[src/rtl/rope_multi_move.sv]
// rope_multi_move: NUM_ROPES independent rope trajectory generators for the player weapon path.
// Define ROPE_HOLD_EN to build the HOLD state that parks a rope at the top line before retracting.
module rope_multi_move #(
  parameter int NUM_ROPES   = 2,
  parameter int Y_SPEED     = 150,
  parameter int TOP_LIMIT   = 26,
  parameter int HOLD_FRAMES = 30
) (
  input  logic                    clk,
  input  logic                    resetN,
  input  logic                    startOfFrame,
  input  logic [NUM_ROPES-1:0]    deploy,
  input  logic [NUM_ROPES-1:0]    hit,
  output logic [NUM_ROPES*11-1:0] topY,
  output logic [NUM_ROPES-1:0]    movingUp,
  output logic [NUM_ROPES-1:0]    retracted
);

  // Positions are 1/64 px fixed point; the rope foot sits on line 479.
  localparam logic signed [16:0] BOTTOM  = 17'sd30656;
  localparam logic signed [17:0] TOP_POS = 18'(TOP_LIMIT * 64);
  localparam logic signed [17:0] Y_STEP  = 18'(Y_SPEED);
`ifdef ROPE_HOLD_EN
  localparam int HOLD_W = (HOLD_FRAMES < 2) ? 1 : $clog2(HOLD_FRAMES + 1);
`endif

  if (NUM_ROPES < 1 || NUM_ROPES > 4 || Y_SPEED < 1 || TOP_LIMIT < 0 ||
      TOP_LIMIT > 479 || HOLD_FRAMES < 0) begin : gBadParams
    $error("rope_multi_move: parameter out of range");
  end

  typedef enum logic [1:0] {
    IDLE = 2'd0,
    RISE = 2'd1
`ifdef ROPE_HOLD_EN
    , HOLD = 2'd2
`endif
  } ropeState_t;

  genvar gi;
  for (gi = 0; gi < NUM_ROPES; gi++) begin : gRope
    ropeState_t         stateReg;
    logic signed [16:0] posReg;
    logic               latchReg;
    logic               retractedReg;
    logic signed [17:0] risePos;
    logic               reachesTop;
`ifdef ROPE_HOLD_EN
    logic [HOLD_W-1:0]  holdCntReg;
`endif

    // One extra sign bit so a large step can never wrap past the top line.
    assign risePos    = {posReg[16], posReg} - Y_STEP;
    assign reachesTop = !(risePos > TOP_POS);

    always_ff @(posedge clk) begin
      if (resetN) begin
        stateReg     <= IDLE;
        posReg       <= BOTTOM;
        latchReg     <= 1'b0;
        retractedReg <= 1'b0;
`ifdef ROPE_HOLD_EN
        holdCntReg   <= '0;
`endif
      end else begin
        retractedReg <= 1'b0;
        case (stateReg)
          IDLE: begin
            posReg <= BOTTOM;
            // Hit outranks both a pending launch and a new request.
            if (hit[gi]) begin
              latchReg <= 1'b0;
            end else if (startOfFrame && (latchReg || deploy[gi])) begin
              stateReg <= RISE;
              latchReg <= 1'b0;
            end else if (deploy[gi]) begin
              latchReg <= 1'b1;
            end
          end

          RISE: begin
            latchReg <= 1'b0;
            if (hit[gi]) begin
              stateReg     <= IDLE;
              posReg       <= BOTTOM;
              retractedReg <= 1'b1;
            end else if (startOfFrame) begin
              if (!reachesTop) begin
                posReg <= risePos[16:0];
              end else begin
`ifdef ROPE_HOLD_EN
                stateReg   <= HOLD;
                posReg     <= TOP_POS[16:0];
                holdCntReg <= HOLD_W'(HOLD_FRAMES);
`else
                stateReg     <= IDLE;
                posReg       <= BOTTOM;
                retractedReg <= 1'b1;
`endif
              end
            end
          end

`ifdef ROPE_HOLD_EN
          HOLD: begin
            latchReg <= 1'b0;
            if (hit[gi] || (startOfFrame && holdCntReg == '0)) begin
              stateReg     <= IDLE;
              posReg       <= BOTTOM;
              retractedReg <= 1'b1;
            end else if (startOfFrame) begin
              holdCntReg <= holdCntReg - 1'b1;
            end
          end
`endif

          default: begin
            stateReg <= IDLE;
            posReg   <= BOTTOM;
            latchReg <= 1'b0;
          end
        endcase
      end
    end

    assign topY[gi*11 +: 11] = posReg[16:6];
    assign movingUp[gi]      = (stateReg != IDLE);
    assign retracted[gi]     = retractedReg;
  end

endmodule

[config.mk]
export PLATFORM = sky130hd
export DESIGN_NAME = rope_multi_move
export DESIGN_NICKNAME = d
export VERILOG_FILES = /design/src/rtl/rope_multi_move.sv
export SDC_FILE = /design/constraint.sdc
export NUM_CORES = 1
export LEC_CHECK = 0
export ABC_AREA = 1
export CAP_MARGIN = 10
export CELL_PAD_IN_SITES_DETAIL_PLACEMENT = 0
export CELL_PAD_IN_SITES_GLOBAL_PLACEMENT = 1
export CORE_ASPECT_RATIO = 1.1
export CORE_MARGIN = 4
export CORE_UTILIZATION = 43
export CTS_BUF_LIST = sky130_fd_sc_hd__clkbuf_8
export CTS_CLUSTER_DIAMETER = 200
export DETAILED_ROUTE_END_ITERATION = 10
export PLACE_DENSITY_LB_ADDON = 0.3
export SYNTH_ARGS = -nofsm -noshare
export SYNTH_HDL_FRONTEND = slang
export SYNTH_SLANG_ARGS = --single-unit
[constraint.sdc]
create_clock -name clk -period 3.19 [get_ports clk]
set_clock_uncertainty 0.1 [all_clocks]
set_input_delay 0.638 -clock clk [delete_from_list [all_inputs] [get_ports clk]]
set_output_delay 0.638 -clock clk [all_outputs]
set_load 0.03 [all_outputs]
======== Word level (Yosys, flattened, before mapping) ========
Index checks and enable logic that the tools add are counted.
cells by class
  equality and inequality tests ........... 10
  mux-type cells .......................... 20
  divide/modulo/power cells ............... 0
  add/subtract/negate cells ............... 2
  shift-type cells ........................ 0
  bitwise operators ....................... 4
  $mul .................................... 0
  magnitude comparators ................... 2
  reductions and logical operators ........ 16
operators with widths
  kind                     count
  $gt A18 B12 Y1 const B   2
  $sub A17 B9 Y18 const B  2
  $mux W17                 2
  $mux W2                  10
  $ne A3 B3 Y1 const B     4
  $ne A2 B2 Y1 const B     4
  $pmux W2 S2              2
  $reduce_and A4 Y1        2
  $reduce_or A4 Y1         2
  $mux W1                  6
  $reduce_or A3 Y1         2
  $eq A2 B1 Y1 const B     2
  $logic_not A2 Y1         2
  $not A1 Y1               4
  $reduce_bool A2 Y1       2
  $reduce_or A2 Y1         2
  $logic_and A1 B1 Y1      2
  $logic_or A1 B1 Y1       2
word-level totals
  memories ................................ 0
  word-level logic and storage cells ...... 62
  input bits .............................. 7
  bits in writable memories ............... 0
  bits in read-only memories .............. 0
  output and inout bits ................... 26
  latch bits .............................. 0
  register bits after elaboration ......... 42

======== Longest topological paths before layout ========
Gate-level depths: netlist (run 1).
  depth after elaboration ................. 6
  depth in mapped cells ................... 17
  depth with buffers taken out ............ 17

======== Worst setup path before layout (run 1) ========
Ideal clock, no wire load.
  kind .................................... register -> register
  start ................................... register gRope[0].posReg[1]
  end ..................................... register gRope[0].stateReg[0]
  setup slack ............................. 1.323 ns
  data required time ...................... 2.958 ns
  data arrival time ....................... 1.636 ns
  setup time .............................. 0.132 ns
  buffers on the path ..................... 0
  cell stages (with the launch flop) ...... 15
  clock period less this slack ............ 1.867 ns
  cells stage by stage .................... dfxtp_1 ha_1 or2_2 nor2_1 nand2_1 nor2_1 nand2_1 nand2_1 nand2_1 nand2_1 nand2_4 nand2_4 nand2_4 nand2_4 a21boi_1
on the way
  longest elaborated chain between the ends .. 4
RTL lines
  item                         line  source
  start: declaration           43    logic signed [16:0] posReg;
  start signal: assignment     89    posReg <= risePos[16:0];
  $sub A17 B9 Y18              53    assign risePos = {posReg[16], posReg} - Y_STEP;
  $gt A18 B12 Y1               54    assign reachesTop = !(risePos > TOP_POS);
  $ne A3 B3 Y1 (no line)       --
  $reduce_and A4 Y1 (no line)  --
  end signal: assignment       58    stateReg <= IDLE;
  end signal: assignment       74    stateReg <= RISE;
  end signal: assignment       84    stateReg <= IDLE;
  end: declaration             42    ropeState_t stateReg;
Every way passes these cells.
A chain may end at the register's enable or synchronous reset.

======== Final worst setup path (run 1) ========
  start ................................... register gRope[0].posReg[7]
  end ..................................... output topY[1]
RTL lines
  item              line  source
  end: declaration  14    output logic [NUM_ROPES*11-1:0] topY,
No word-level cell between the ends.

==> results.md, run 1 <==
* Outcome: complete, no violations
* Pre-CTS setup slack at ~0.75 ns
* Critical path origin: gRope[0].posReg[7]
* Layout cells sized above 1 at 0.107
* Final wirelength at 6410 µm
* CP bufs+invs at 1
* Antenna diodes at 0
* Post-Synth XOR/XNOR Area at 0.0130
* Main synth FF type: dfxtp_1
* First-pass GRT wire length at between 10000 and 15000 µm
* CP arrival at about 1.5 ns
* Crit end category: primary output
* Yosys top cell area share at 0.282
* Post-placement cell count at 519
* Worst-margin pin slew at 0.473 ns
* Synth warn at 0
* Post_cts resized at 0
* Crit path required time at 2.45 ns
* Final TNS setup at 0 ns
* Worst r2r src: gRope[0].posReg[1]
* Sequential share of the synthesized area at 0.282
* Post-route ant nets at 0
* Via/cell ratio at just under 5
* Gate Count Post-Synth at between 400 and 500
* Top cells by count, synth: nand2_1 (136), inv_1 (45), nor2_1 (42)
* Syn Nets at ~450
* Vias in the first global route at approximately 2400
* TritonRoute pass-1 iters at 4
* Mux share of post-synthesis cell area at 0
* Min cycle time layout at between 2 and 2.5 ns
* Post-DP Area at between 0.002 and 0.003 mm²
* Sink Count at 38
* Fin cells at between 500 and 600
* Post-CTS Hold Buffers at 0
* Core Box Area at around 0.006 mm²
* Via count at 2588
* Initial antenna violation count at 0
* Fin area at between 0.003 and 0.004 mm²
* Overflow after GRT at 0
* MaxCap Viol Count at 0
* Worst-path clk slew at ~0.080 ns
* Compound-Gate Fraction of Synth Area at 0.115
* Crit-path max FO at 7
* Final hold violation count at 0
* CTS root buf: clkbuf_8
* CTS Buf Count at 5
* CP startpoint kind: flop
* CP peak stage delay at 0.74 ns
* Fin crit share at 0.712
* Tot Pwr at ~900 µW
* Average size of a mapped cell at 6.18 µm²
* Critical path type: reg2out
* Final slew viol count at 0
* Gr usage total at 0.170
* H-tree Lvls at 2
* RSZ-0062 raised after global routing: false
* Starting DRT DRC Count at just over 50
* Post-synthesis register bit count at 38
* Distinct cell type count after synthesis at 33
* Final setup viols at 0
* Most numerous cell in the Yosys netlist: nand2_1
* Gpl congestion at approximately 0.83
* Row count at 30
* Final HPWL DP at ~5000 µm
* PwrDens at ~300 mW/mm²
* Worst min path class: reg2reg
* Min setup slack post-route at slightly above 0.9 ns
* Die width at approximately 84 µm
* Post-synth EDFFs at 0
* Die Y at 91.1 µm
* Setup Buffers After CTS at 0
* CTS tree: done
* Main combinational cell family by area after synthesis: simple AND/OR/NAND/NOR gates
* Top post-synthesis cells by area: dfxtp_1 (28%), nand2_1 (19%), buf_4 (7.0%), nand3_1 (6.5%), inv_1 (6.3%)
* Nets at around 460
* Register area at between 700 and 800 µm²
* Delay-heaviest family, CP: buffers and inverters
* Synth Area in Simple Gates at 0.427
* Leakage at 1.37 nW
* Max-slew headroom at 0.682
* Hold Path Origin: gRope[0].stateReg[0]
* Multi-input logic area at about 0.0015 mm²
* Max frequency at between 400 and 500 MHz
* IO Count at 33
* Worst path slowest cell: clkdlybuf4s50_1
* Syn-to-layout area delta at 11.7%
* Largest net degree at the start of global routing at 29
* Clock Latency Late Sink at approximately 0.29 ns
* DRC viols at 0
* Die area at approximately 0.0076 mm²
* Yosys top cell by area: dfxtp_1
* CTS Buffer Depth at 2
* Adder-cell share of the synthesized area at 0.00927
* Filler cells at 671
* Initial Util at 0.441
* Asr flop ratio synth at 0
* CP Cell Sequence: clkdlybuf4s50_1
* Drt wl/cell at approximately 12 µm
* Synthesized area at 0.00270 mm²
* VDD IR max at around 0.16 mV
* PortBufs at 32
area by class of cell:
type                    count  share of cell area
clock buffers               6              0.0274
well taps                  80              0.0332
clock inverters             2             0.00415
repair buffers             34               0.111
flip-flops and latches     38               0.252
multi-input cells         313               0.505
inverters                  54              0.0672
power breakdown:
| part | total [mW] | internal, mW | switching, mW | leakage (nW) |
|---|---|---|---|---|
| registers | 0.485 | 0.479 | 0.00590 | 0.307 |
| clock network | 0.346 | 0.174 | 0.172 | 0.0472 |
| logic | 0.0715 | 0.0260 | 0.0455 | 1.02 |
flip-flops by register name, summed over array words and instances, names as in the netlist:
name	count
gRope.latchReg	2
gRope.posReg	32
gRope.retractedReg	2
gRope.stateReg	2
cells in the final DEF (no fill, tap or decap):
| cell | n |
|---|---|
| a21boi_1 | 1 |
| a21oi_1 | 25 |
| a21oi_2 | 2 |
| and2_1 | 1 |
| buf_4 | 2 |
| clkbuf_8 | 6 |
| clkdlybuf4s50_1 | 32 |
| clkinv_1 | 1 |
| clkinv_2 | 1 |
| clkinvlp_4 | 1 |
| dfxtp_1 | 38 |
| ha_1 | 2 |
| inv_1 | 45 |
| inv_2 | 8 |
| nand2_1 | 136 |
| nand2_2 | 8 |
| nand2_4 | 6 |
| nand3_1 | 35 |
| nand3_2 | 2 |
| nand4_1 | 11 |
| nor2_1 | 42 |
| nor2_2 | 6 |
| nor2_4 | 2 |
| nor3_2 | 1 |
| nor4_1 | 2 |
| o2111ai_1 | 1 |
| o211ai_1 | 8 |
| o21ai_0 | 11 |
| o21ai_1 | 1 |
| o21ai_2 | 1 |
| o21bai_1 | 1 |
| o31ai_1 | 2 |
| or2_2 | 2 |
| xnor2_1 | 1 |
| xor2_1 | 3 |
metrics by stage:
step                       util  hold WS [ns]
after floorplan               -         0.362
after global placement    0.477         0.372
after detailed placement  0.477         0.372
after CTS                 0.493         0.382
after global routing      0.493         0.412
final                     0.493         0.380
kinds of logic (layout without fill, tap and decap cells):
family,Yosys count,in the layout
flops,38,38
compound gates,53,53
fa+ha+maj,2,2
xor+xnor,4,4
simple gates,254,254
buf+inv,86,96
worst paths after layout:
path,cells after the start,endpoint,slack [ns]
max reg2reg,17,gRope[0].posReg[8],1.07
min reg2reg,1,gRope[0].latchReg,0.38
min,1,gRope[0].latchReg,0.38
max,1,topY[1],0.92
routing by layer:
layer	part of all wire	routed length (µm)	vias to the layer above	track usage
met3	0.025	161	12	0.0254
met5	0	0	-	0
met1	0.43	2740	1149	0.185
met4	0.025	159	0	0.0657
li1	-	-	1391	-
met2	0.52	3350	36	0.326
Note: power is estimated with default switching activity, not from simulation.
==> inputs of run 2 (changes only) <==
CORE_UTILIZATION = 36   (was 43)
clock period = 2 ns   (was 3.19 ns; I/O delays follow)
==> results.md, run 2 (same netlist as run 1, synthesis figures left out) <==
* Commonest non-fill, non-tap cell in the layout: nand2_1
* Final HPWL DP at 5570 µm
* Nets at roughly 490
* CP bufs+invs at 1
* Filler cells at between 700 and 800
* Final slew viol count at 0
* Die area at between 0.008 and 0.009 mm²
* Min setup slack post-route at slightly above 0.04 ns
* RSZ-0062 raised after global routing: true
* Gpl congestion at approximately 0.87
* Worst path slowest cell: clkdlybuf4s50_1
* Crit-path max FO at 6
* Pre-CTS setup slack at -0.102 ns
* Clock Latency Late Sink at around 0.28 ns
* Sink Count at 38
* CP Cell Sequence: clkdlybuf4s50_1
* Largest net degree at the start of global routing at 29
* H-tree Lvls at 2
* CTS Buf Count at 5
* Initial antenna violation count at 0
* Drt wl/cell at ~14 µm
* PwrDens at ~400 mW/mm²
* First-pass GRT wire length at ~12000 µm
* CP peak stage delay at around 0.72 ns
* Vias in the first global route at between 2000 and 3000
* Leakage at between 1.5 and 2 nW
* MaxCap Viol Count at 0
* VDD IR max at between 0.2 and 0.25 mV
* Max-slew headroom at 0.738
* Worst-path clk slew at 0.07 ns
* Max reg flops at 32
* Die Y at a little under 100 µm
* Row count at 32
* IO Count at 33
* Largest reg by FF count: gRope.posReg
* PortBufs at 32
* Via/cell ratio at 4.98
* Most frequent cells in the layout: nand2_1 (107), inv_1 (42), nor2_1 (35)
* CTS Buffer Depth at 2
* Outcome: complete, no violations
* Critical path type: reg2out
* Starting DRT DRC Count at 84
* Worst-margin pin slew at around 0.4 ns
* Layout cells sized above 1 at 0.295
* Die width at approximately 90 µm
* Min cycle time layout at 1.96 ns
* Register area at 782 µm²
* Core Box Area at approximately 0.0072 mm²
* Final wirelength at around 7600 µm
* CP arrival at ~1.5 ns
* Final TNS setup at 0 ns
* Via count at around 2800
* Multi-input logic area at roughly 0.0018 mm²
* Worst min path class: reg2reg
* Gr usage total at 0.166
* CP startpoint kind: flop
* Crit path required time at roughly 1.5 ns
* Overflow after GRT at 0
* Fin crit share at 0.979
* DRC viols at 0
* Final core utilization at 0.501
* Antenna diodes at 0
* Crit end category: primary output
* CTS root buf: clkbuf_8
* Delay-heaviest family, CP: buffers and inverters
* Initial Util at 0.377
* Post-route ant nets at 0
* CTS tree: done
* Final setup viols at 0
* TritonRoute pass-1 iters at 4
* Max frequency at roughly 500 MHz
* Syn-to-layout area delta at 33.1%
* Final hold violation count at 0
run 2: changes by cell type in the layout (fill, tap and decap cells not counted), moves of 4 or more:
cell,before,now
dlygate4sd2_1,0,4
dfxtp_2,0,8
nor2_4,2,9
nand2_4,6,15
clkdlybuf4s50_1,32,24
dlymetal6s2s_1,0,4
dfxtp_1,38,27
nand2_2,8,28
nand2_1,136,107
buf_4,2,31
nor2_1,42,35
run 2: path summary, 6_finish.rpt:
path,startpoint,end,slack [ns],cells past startpoint
min,gRope[0].stateReg[0],gRope[0].latchReg,0.39,1
max reg2reg,gRope[1].posReg[2],gRope[1].stateReg[0],0.08,13
min reg2reg,gRope[0].stateReg[0],gRope[0].latchReg,0.39,1
max,gRope[1].posReg[12],topY[17],0.04,1
run 2: timing repair:
item	in CTS	in global routing
resized for setup	15	85
endpoints found under the setup margin	40	38
hold buffers	0	0
endpoints found under the hold margin	0	0
pin swaps	5	31
gates cloned	0	1
setup buffers	1	5
run 2: layer usage:
metal	vias up	share of wire	GRT usage
met1	1284	0.42	0.187
met3	13	0.032	0.0344
met5	-	0	0
met2	52	0.53	0.307
met4	0	0.021	0.0577
li1	1455	-	-
run 2: stage by stage:
stage | instances | instance area, µm² | power, mW | hold slack (ns)
final | 563 | 3590 | 1.44 | 0.393
after global routing | 563 | 3590 | 1.50 | 0.414
after floorplan | 437 | 2700 | 0.870 | 0.362
after CTS | 557 | 3250 | 1.45 | 0.379
after detailed placement | 550 | 3130 | 0.917 | 0.370
after global placement | 550 | 3130 | 0.917 | 0.364
run 2: layout make-up:
class / count / area share
clock buffer: 6 / 0.0230
inverter: 54 / 0.0578
multi-input combinational: 314 / 0.505
sequential: 38 / 0.218
tap: 85 / 0.0296
timing repair buffer: 66 / 0.167
run 2: power by group:
part	internal, mW	switching (mW)	leakage (nW)
combinational	0.0531	0.0848	1.30
clock	0.266	0.264	0.0431
sequential	0.761	0.0100	0.311
